$ cat src/rtl/mc_controller_pkg.sv
// Shared encodings for the multi-cycle RV32I controller:
// states, opcodes, ALU codes, mux selects and ALU-decode classes.
package mc_controller_pkg;

   typedef enum logic [3:0] {
      S_FETCH   = 4'd0,
      S_DECODE  = 4'd1,
      S_MEM_ADR = 4'd2,
      S_MEM_RD  = 4'd3,
      S_MEM_WB  = 4'd4,
      S_MEM_WR  = 4'd5,
      S_EXEC_R  = 4'd6,
      S_EXEC_I  = 4'd7,
      S_ALU_WB  = 4'd8,
      S_EXEC_U  = 4'd9,
      S_BRANCH  = 4'd10,
      S_JAL     = 4'd11,
      S_JALR1   = 4'd12,
      S_JALR2   = 4'd13,
      S_ILLEGAL = 4'd14
   } state_e;

   localparam logic [6:0] OP_LOAD  = 7'b0000011;
   localparam logic [6:0] OP_STORE = 7'b0100011;
   localparam logic [6:0] OP_R     = 7'b0110011;
   localparam logic [6:0] OP_I     = 7'b0010011;
   localparam logic [6:0] OP_BR    = 7'b1100011;
   localparam logic [6:0] OP_JAL   = 7'b1101111;
   localparam logic [6:0] OP_JALR  = 7'b1100111;
   localparam logic [6:0] OP_LUI   = 7'b0110111;
   localparam logic [6:0] OP_AUIPC = 7'b0010111;

   localparam logic [3:0] ALU_ADD   = 4'b0000;
   localparam logic [3:0] ALU_SUB   = 4'b0001;
   localparam logic [3:0] ALU_AND   = 4'b0010;
   localparam logic [3:0] ALU_OR    = 4'b0011;
   localparam logic [3:0] ALU_XOR   = 4'b0100;
   localparam logic [3:0] ALU_SLT   = 4'b0101;
   localparam logic [3:0] ALU_SLTU  = 4'b0110;
   localparam logic [3:0] ALU_SLL   = 4'b0111;
   localparam logic [3:0] ALU_SRL   = 4'b1000;
   localparam logic [3:0] ALU_SRA   = 4'b1001;
   localparam logic [3:0] ALU_PASSB = 4'b1010;

   localparam logic [1:0] RES_ALUOUT = 2'b00;
   localparam logic [1:0] RES_DATA   = 2'b01;
   localparam logic [1:0] RES_ALURES = 2'b10;

   localparam logic [1:0] SRCA_PC    = 2'b00;
   localparam logic [1:0] SRCA_OLDPC = 2'b01;
   localparam logic [1:0] SRCA_RD1   = 2'b10;

   localparam logic [1:0] SRCB_RD2   = 2'b00;
   localparam logic [1:0] SRCB_IMM   = 2'b01;
   localparam logic [1:0] SRCB_FOUR  = 2'b10;

   localparam logic [2:0] IMM_I = 3'b000;
   localparam logic [2:0] IMM_S = 3'b001;
   localparam logic [2:0] IMM_B = 3'b010;
   localparam logic [2:0] IMM_U = 3'b011;
   localparam logic [2:0] IMM_J = 3'b100;

   // ALU-decode classes: which rule picks ALUControl
   localparam logic [2:0] CLS_ADD = 3'd0;
   localparam logic [2:0] CLS_R   = 3'd1;
   localparam logic [2:0] CLS_I   = 3'd2;
   localparam logic [2:0] CLS_BR  = 3'd3;
   localparam logic [2:0] CLS_U   = 3'd4;

   // Immediate format depends only on the opcode
   function automatic logic [2:0] imm_sel(input logic [6:0] op);
      case (op)
         OP_STORE:         imm_sel = IMM_S;
         OP_BR:            imm_sel = IMM_B;
         OP_LUI, OP_AUIPC: imm_sel = IMM_U;
         OP_JAL:           imm_sel = IMM_J;
         default:          imm_sel = IMM_I;
      endcase
   endfunction

endpackage

$ cat src/rtl/mc_alu_decoder.sv
// ALU operation select for the multi-cycle controller.
// Maps decode class, funct3, funct7b5 and op[5] to ALUControl.
module mc_alu_decoder
   import mc_controller_pkg::*;
(
   input  logic [2:0] i_cls,
   input  logic [2:0] i_funct3,
   input  logic       i_funct7b5,
   input  logic       i_op5,
   output logic [3:0] o_alu_ctrl
);

   logic [3:0] w_arith;

   // Register/immediate arithmetic selected by funct3
   always_comb begin
      w_arith = ALU_ADD;
      case (i_funct3)
         3'b000: begin
            if (i_cls == CLS_R && i_funct7b5)
               w_arith = ALU_SUB;
            else
               w_arith = ALU_ADD;
         end
         3'b001: w_arith = ALU_SLL;
         3'b010: w_arith = ALU_SLT;
         3'b011: w_arith = ALU_SLTU;
         3'b100: w_arith = ALU_XOR;
         3'b101: w_arith = i_funct7b5 ? ALU_SRA : ALU_SRL;
         3'b110: w_arith = ALU_OR;
         3'b111: w_arith = ALU_AND;
         default: w_arith = ALU_ADD;
      endcase
   end

   // Final selection by decode class
   always_comb begin
      o_alu_ctrl = ALU_ADD;
      case (i_cls)
         CLS_R, CLS_I: o_alu_ctrl = w_arith;
         CLS_BR: begin
            case (i_funct3[2:1])
               2'b00:   o_alu_ctrl = ALU_SUB;
               2'b10:   o_alu_ctrl = ALU_SLT;
               2'b11:   o_alu_ctrl = ALU_SLTU;
               default: o_alu_ctrl = ALU_SUB;
            endcase
         end
         CLS_U:   o_alu_ctrl = i_op5 ? ALU_PASSB : ALU_ADD;
         default: o_alu_ctrl = ALU_ADD;
      endcase
   end

endmodule

$ cat src/rtl/mc_controller.sv
// Multi-cycle RV32I control FSM with memory wait handshake
// and a sticky illegal-opcode halt state.
module mc_controller
   import mc_controller_pkg::*;
#(
   parameter int MEM_HANDSHAKE = 1
)
(
   input  logic       clk,
   input  logic       reset,
   input  logic [6:0] op,
   input  logic [2:0] funct3,
   input  logic       funct7b5,
   input  logic       Zero,
   input  logic       mem_ready,
   output logic       mem_req,
   output logic       MemWrite,
   output logic       AdrSrc,
   output logic       IRWrite,
   output logic       PCWrite,
   output logic       RegWrite,
   output logic [1:0] ResultSrc,
   output logic [1:0] ALUSrcA,
   output logic [1:0] ALUSrcB,
   output logic [2:0] ImmSrc,
   output logic [3:0] ALUControl,
   output logic       retire,
   output logic       illegal_op
);

   state_e     r_state;
   state_e     w_dec_next;
   logic       w_rdy;
   logic       w_taken;
   logic [2:0] w_cls;

   assign w_rdy  = (MEM_HANDSHAKE == 0) || mem_ready;
   assign ImmSrc = imm_sel(op);

   // Dispatch target chosen in DECODE
   always_comb begin
      w_dec_next = S_ILLEGAL;
      case (op)
         OP_LOAD, OP_STORE: w_dec_next = S_MEM_ADR;
         OP_R:              w_dec_next = S_EXEC_R;
         OP_I:              w_dec_next = S_EXEC_I;
         OP_BR: begin
            if (funct3[2:1] == 2'b01)
               w_dec_next = S_ILLEGAL;
            else
               w_dec_next = S_BRANCH;
         end
         OP_JAL:            w_dec_next = S_JAL;
         OP_JALR:           w_dec_next = S_JALR1;
         OP_LUI, OP_AUIPC:  w_dec_next = S_EXEC_U;
         default:           w_dec_next = S_ILLEGAL;
      endcase
   end

   // Branch outcome from the compare result in Zero
   always_comb begin
      w_taken = 1'b0;
      case (funct3)
         3'b000:          w_taken = Zero;
         3'b001:          w_taken = ~Zero;
         3'b100, 3'b110:  w_taken = ~Zero;
         3'b101, 3'b111:  w_taken = Zero;
         default:         w_taken = 1'b0;
      endcase
   end

   // State register and next-state sequencing
   always_ff @(posedge clk or posedge reset) begin
      if (reset) begin
         r_state <= S_FETCH;
      end else begin
         case (r_state)
            S_FETCH:   if (w_rdy) r_state <= S_DECODE;
            S_DECODE:  r_state <= w_dec_next;
            S_MEM_ADR: r_state <= op[5] ? S_MEM_WR : S_MEM_RD;
            S_MEM_RD:  if (w_rdy) r_state <= S_MEM_WB;
            S_MEM_WB:  r_state <= S_FETCH;
            S_MEM_WR:  if (w_rdy) r_state <= S_FETCH;
            S_EXEC_R:  r_state <= S_ALU_WB;
            S_EXEC_I:  r_state <= S_ALU_WB;
            S_ALU_WB:  r_state <= S_FETCH;
            S_EXEC_U:  r_state <= S_ALU_WB;
            S_BRANCH:  r_state <= S_FETCH;
            S_JAL:     r_state <= S_ALU_WB;
            S_JALR1:   r_state <= S_JALR2;
            S_JALR2:   r_state <= S_ALU_WB;
            S_ILLEGAL: r_state <= S_ILLEGAL;
            default:   r_state <= S_ILLEGAL;
         endcase
      end
   end

   // Per-state control decode; reset forces strobes low
   always_comb begin
      mem_req    = 1'b0;
      MemWrite   = 1'b0;
      AdrSrc     = 1'b0;
      IRWrite    = 1'b0;
      PCWrite    = 1'b0;
      RegWrite   = 1'b0;
      ResultSrc  = RES_ALUOUT;
      ALUSrcA    = SRCA_PC;
      ALUSrcB    = SRCB_RD2;
      retire     = 1'b0;
      illegal_op = 1'b0;
      w_cls      = CLS_ADD;
      case (r_state)
         S_FETCH: begin
            mem_req   = 1'b1;
            ALUSrcB   = SRCB_FOUR;
            ResultSrc = RES_ALURES;
            IRWrite   = w_rdy;
            PCWrite   = w_rdy;
         end
         S_DECODE: begin
            ALUSrcA = SRCA_OLDPC;
            ALUSrcB = SRCB_IMM;
         end
         S_MEM_ADR: begin
            ALUSrcA = SRCA_RD1;
            ALUSrcB = SRCB_IMM;
         end
         S_MEM_RD: begin
            mem_req = 1'b1;
            AdrSrc  = 1'b1;
         end
         S_MEM_WB: begin
            ResultSrc = RES_DATA;
            RegWrite  = 1'b1;
            retire    = 1'b1;
         end
         S_MEM_WR: begin
            mem_req  = 1'b1;
            AdrSrc   = 1'b1;
            MemWrite = 1'b1;
            retire   = w_rdy;
         end
         S_EXEC_R: begin
            ALUSrcA = SRCA_RD1;
            ALUSrcB = SRCB_RD2;
            w_cls   = CLS_R;
         end
         S_EXEC_I: begin
            ALUSrcA = SRCA_RD1;
            ALUSrcB = SRCB_IMM;
            w_cls   = CLS_I;
         end
         S_ALU_WB: begin
            RegWrite = 1'b1;
            retire   = 1'b1;
         end
         S_EXEC_U: begin
            ALUSrcA = SRCA_OLDPC;
            ALUSrcB = SRCB_IMM;
            w_cls   = CLS_U;
         end
         S_BRANCH: begin
            ALUSrcA = SRCA_RD1;
            ALUSrcB = SRCB_RD2;
            w_cls   = CLS_BR;
            PCWrite = w_taken;
            retire  = 1'b1;
         end
         S_JAL, S_JALR2: begin
            ALUSrcA = SRCA_OLDPC;
            ALUSrcB = SRCB_FOUR;
            PCWrite = 1'b1;
         end
         S_JALR1: begin
            ALUSrcA = SRCA_RD1;
            ALUSrcB = SRCB_IMM;
         end
         S_ILLEGAL: illegal_op = 1'b1;
         default:   illegal_op = 1'b1;
      endcase
      if (reset) begin
         mem_req    = 1'b0;
         MemWrite   = 1'b0;
         IRWrite    = 1'b0;
         PCWrite    = 1'b0;
         RegWrite   = 1'b0;
         retire     = 1'b0;
         illegal_op = 1'b0;
      end
   end

   mc_alu_decoder u_alu_dec (
      .i_cls      (w_cls),
      .i_funct3   (funct3),
      .i_funct7b5 (funct7b5),
      .i_op5      (op[5]),
      .o_alu_ctrl (ALUControl)
   );

endmodule

$ cat config.mk
export PLATFORM = sky130hd
export DESIGN_NAME = mc_controller
export DESIGN_NICKNAME = d
export VERILOG_FILES = /design/src/rtl/mc_controller_pkg.sv /design/src/rtl/mc_alu_decoder.sv /design/src/rtl/mc_controller.sv
export SDC_FILE = /design/constraint.sdc
export NUM_CORES = 1
export LEC_CHECK = 0
export ABC_AREA = 1
export ABC_CLOCK_PERIOD_IN_PS = 1700
export CAP_MARGIN = 30
export CORE_MARGIN = 2
export CORE_UTILIZATION = 37
export DETAILED_ROUTE_END_ITERATION = 8
export MAX_ROUTING_LAYER = met4
export PLACE_DENSITY = 0.76
export SLEW_MARGIN = 20
export SYNTH_ARGS = -nofsm -noshare
export SYNTH_HDL_FRONTEND = slang
export SYNTH_HIERARCHICAL = 1
export SYNTH_SLANG_ARGS = --single-unit
$ cat constraint.sdc
create_clock -name clk -period 1.7 [get_ports clk]
set_input_delay 0.34 -clock clk [delete_from_list [all_inputs] [get_ports clk]]
set_output_delay 0.34 -clock clk [all_outputs]
set_load 0.02 [all_outputs]
==> metrics, run 1 <==
Longest Clk Path Bufs 2; port buffer count 35; Hold Buf Count CTS 0; worst endpoint type output port; Rows 16; Die Y 50.20 um; Num CTS Buffers 3; Seq/Total Area, Yosys 0.1268; RePlAce Congestion slightly above 0.9; synth warn 6; DP Wirelength 2504 um; Stopped at 5_1_grt; Clock Tree Root clkbuf_4; #FFs+latches synth 4; Mapped Cells 154; worst endpoint left by the global-route repair_timing run PCWrite; largest net degree at the start of global routing 9; distinct cell type count after synthesis 24; die span in x 50.20 um; Initial Utilization 0.3984; # H-tree levels 1; Tool Error [ERROR DPL-0038] Utilization greater than 100%, impossible to legalize; Post-Syn Area 789.5 um2; Avg Cell Area, Syn 5.127 um2; status did not finish; Ports 36; Syn Nets approximately 170; clock sinks 4
==> cells in the mapped netlist <==
master,instances,area share
nor2_1,27,0.13
o21bai_1,1,0.0095
inv_2,1,0.0047
buf_6,2,0.029
a31oi_1,1,0.0079
o21ai_1,1,0.0063
nor3_1,2,0.013
xnor2_1,1,0.011
nand2_1,46,0.22
a21oi_1,9,0.057
nand3_1,9,0.057
dfrtp_1,4,0.13
nor3b_2,1,0.016
o22ai_1,1,0.0079
o21ai_0,10,0.063
nor2_2,4,0.032
inv_1,26,0.12
nor3_2,1,0.013
nor2_4,1,0.014
a31oi_2,1,0.016
a22oi_1,1,0.0095
o211ai_1,2,0.019
a211oi_1,1,0.0095
nand2_2,1,0.0079
==> timing repair <==
| item | in CTS |
|---|---|
| hold endpoints to repair | 0 |
| setup buffers | 16 |
| resized for setup | 159 |
| endpoints found under the setup margin | 22 |
| pin swaps | 22 |
==> logic make-up after synthesis <==
family / after synthesis / synth area share
XOR/XNOR: 1 / 0.01110
AO/OA/AOI/OAI: 28 / 0.2060
AND/OR/NAND/NOR: 92 / 0.4992
flip-flops: 4 / 0.1268
buffers and inverters: 29 / 0.1569
==> per-stage QoR <==
| step | instances | setup WS, ns | util | area, um2 | hold slack [ns] |
|---|---|---|---|---|---|
| after floorplan | 154 | -0.02313 | - | 844.6 | 0.1118 |
| after global placement | 255 | -0.6282 | 0.7639 | 1514 | 0.6704 |
| after detailed placement | 255 | -0.6722 | 0.7639 | 1514 | 0.6808 |
| after CTS | 275 | -0.3356 | 0.9034 | 1790 | 0.6036 |
==> run 2: changes to the inputs <==
--- a/config.mk
+++ b/config.mk
@@ -6,13 +6,12 @@
 export NUM_CORES = 1
 export LEC_CHECK = 0
 export ABC_AREA = 1
-export ABC_CLOCK_PERIOD_IN_PS = 1700
+export ABC_CLOCK_PERIOD_IN_PS = 2200
 export CAP_MARGIN = 30
-export CORE_MARGIN = 2
-export CORE_UTILIZATION = 37
+export CORE_AREA = 2 2 63 65
 export DETAILED_ROUTE_END_ITERATION = 8
-export MAX_ROUTING_LAYER = met4
-export PLACE_DENSITY = 0.76
+export DIE_AREA = 0 0 65 67
+export PLACE_DENSITY_LB_ADDON = 0.15
 export SLEW_MARGIN = 20
 export SYNTH_ARGS = -nofsm -noshare
 export SYNTH_HDL_FRONTEND = slang
==> constraint.sdc (replaced) <==
create_clock -name clk -period 2.2 [get_ports clk]
set_input_delay 0.44 -clock clk [delete_from_list [all_inputs] [get_ports clk]]
set_output_delay 0.44 -clock clk [all_outputs]
set_load 0.02 [all_outputs]
==> metrics, run 2 <==
Gate power share 0.798; First-pass DRT Iterations 4; crit end category output port; number of flops mapped to enable cells by yosys 0; kind of critical path reg -> out; Largest register FFs 4; largest net degree at the start of global routing 8; Final period util 1.001; R2R Setup Slk 0.65 ns; Worst-Skew Late Latency 0.21 ns; Rel. slew slack 0.7931; Reg power frac 0.103; fillcell total ~420; top-area cell type share of the netlist area 0.2187; #FFs+latches synth 4; area grow syn2layout 105.2%; Remaining DRCs 0; synth warn 6; total power roughly 1500 uW; DP Wirelength 2364 um; RePlAce Congestion 0.9118; WL/cell between 10 and 15 um; most common cell after layout, fill and taps aside buf_4; Total Die Area 4355 um2; minimum clock period 2.202 ns; clk slew on worst S/H paths 0.03 ns; Top reg by flops r_state; fin nets roughly 250; first-pass GRT wire length 4698 um; max_cap viols 0; final setup fails 1; top-count cell post-synth nand2_1; largest area contributor in the synthesized netlist nand2_1; Clock Tree Root clkbuf_8; top flop regs r_state: 4 flops; vias per cell between 4 and 5; Initial Utilization 0.2189; # H-tree levels 1; Avg Cell Area, Syn 5.127 um2; Sw Pwr 755.4 uW; Max Slew Vio Count 0; area of the core about 3600 um2; worst slew pin tran 0.3092 ns; ys async rst share 1.000; grt ovf 0; vias in the first global route approximately 1100; Data required, critical path 1.76 ns; final hold vios 0; Mapped Cells 154; leak pwr 0.0008873 uW; Post-Syn Area 789.5 um2; sw frac 0.4880; Seq/Total Area, Yosys 0.1268; hold_ws approximately 0.72 ns; Worst Setup Start Kind flop; Critical Path Fanout Max 4; Inserted Diodes 0; Syn Nets 169; Rows 22; worst r2r src r_state[1]$_DFFE_PP0P_; Longest Clk Path Bufs 2; Num CTS Buffers 3; failing checks setup timing; Final Instance Area 1620 um2; clock share of power 0.098; antenna violations before repair 0; Area after DPL 1478 um2; post-route setup slack -0.001926 ns; layout cells sized above 1 0.4085; type of the most critical hold path in -> async; port buffer count 35; Hold Buf Count CTS 0; post-route ant nets 0; most frequent cells after synthesis 46 x nand2_1, 27 x nor2_1, 26 x inv_1; Primary FF master, synth dfrtp_1; largest cells by area after synthesis nand2_1 22%, nor2_1 13%, dfrtp_1 13%, inv_1 12%, o21ai_0 6.3%; most frequent cells in the layout 46 x buf_4, 42 x nand2_1, 20 x inv_1; Worst Skew between 0.004 and 0.005 ns; distinct cell type count after synthesis 24; reg2reg path depth 8; WL final 2940 um; status finished, violations left; Peak VDD IR 0.2614 mV; pwr/cell area 955.4 nW/um2; all-layer global routing usage 0.1368; R2R Path End r_state[0]$_DFFE_PP0P_; Die Y roughly 67 um; Total Neg Setup Slack -0.001926 ns; die span in x between 60 and 70 um; TritonCTS clock tree done; internal power 792.6 uW; initial DRC count 40; Crit path arrival time 1.76 ns; DR vias 1213; post-place setup slack -0.4032 ns; clock sinks 4; unrepaired setup endpoints after global routing yes; FMAX 454.1 MHz; Ports 36
run 2: worst max path at each step:
stage	slack [ns]	depth (start not counted)	start	to
final	-0.002	12	r_state[2]$_DFFE_PP0P_	ALUControl[1]
after floorplan	0.23	7	r_state[3]$_DFFE_PP0P_	ALUControl[2]
after global routing	-0.12	12	r_state[2]$_DFFE_PP0P_	ALUControl[1]
after CTS	0.0007	11	r_state[3]$_DFFE_PP0P_	ALUControl[3]
after global placement	-0.31	10	r_state[3]$_DFFE_PP0P_	ALUControl[1]
after detailed placement	-0.40	10	r_state[3]$_DFFE_PP0P_	ALUControl[1]
run 2: critical path, stage by stage (launching register included):
cell	delay, ns
dfrtp_1	0.40
inv_2	0.07
nor2_4	0.16
inv_2	0.07
nor2_4	0.14
nor2_2	0.06
inv_2	0.12
nand2_4	0.09
inv_1	0.10
nor2_4	0.04
nand2_1	0.07
nand3_2	0.09
buf_6	0.13
run 2: area by class of cell:
cell class | count | area (um2) | share of cell area
Timing Repair Buffer | 80 | 646.9 | 0.3992
Inverter | 27 | 101.3 | 0.06255
Multi-Input combinational cell | 121 | 668.1 | 0.4124
Sequential cell | 4 | 102.6 | 0.06332
Tap cell | 48 | 60.06 | 0.03707
Clock buffer | 3 | 41.29 | 0.02548
run 2: through the flow:
step,utilization,instances
CTS,0.4192,278
global route,0.4493,283
finish,0.4493,283
global placement,0.4098,275
floorplan,-,154
detailed placement,0.4098,275
run 2: kinds of logic after synthesis:
group           after synthesis  share of synthesized area
flops                         4                     0.1268
simple gates                 92                     0.4992
xor+xnor                      1                    0.01110
buf+inv                      29                     0.1569
compound gates               28                     0.2060
run 2: power by group through the flow:
stage | logic, uW | registers [uW] | clock network [uW]
final | 1240 | 160 | 152
after detailed placement | 1190 | 147 | 0
after CTS | 1130 | 153 | 158
after global placement | 1180 | 146 | 0
after floorplan | 604 | 132 | 0
after global routing | 1350 | 164 | 167
run 2: layer usage:
metal  wire, um  track usage
met2       1480       0.2474
met5          0            0
met3         90      0.01014
met1       1349       0.1683
met4         19      0.05053
run 2: what timing repair did:
| action | 4_1_cts | 5_1_grt |
|---|---|---|
| pin swaps | 0 | 13 |
| setup buffers | 0 | 5 |
| gates resized for setup | 51 | 41 |
| endpoints found under the setup margin | 21 | 12 |
Power figures use the tool's default switching activity.
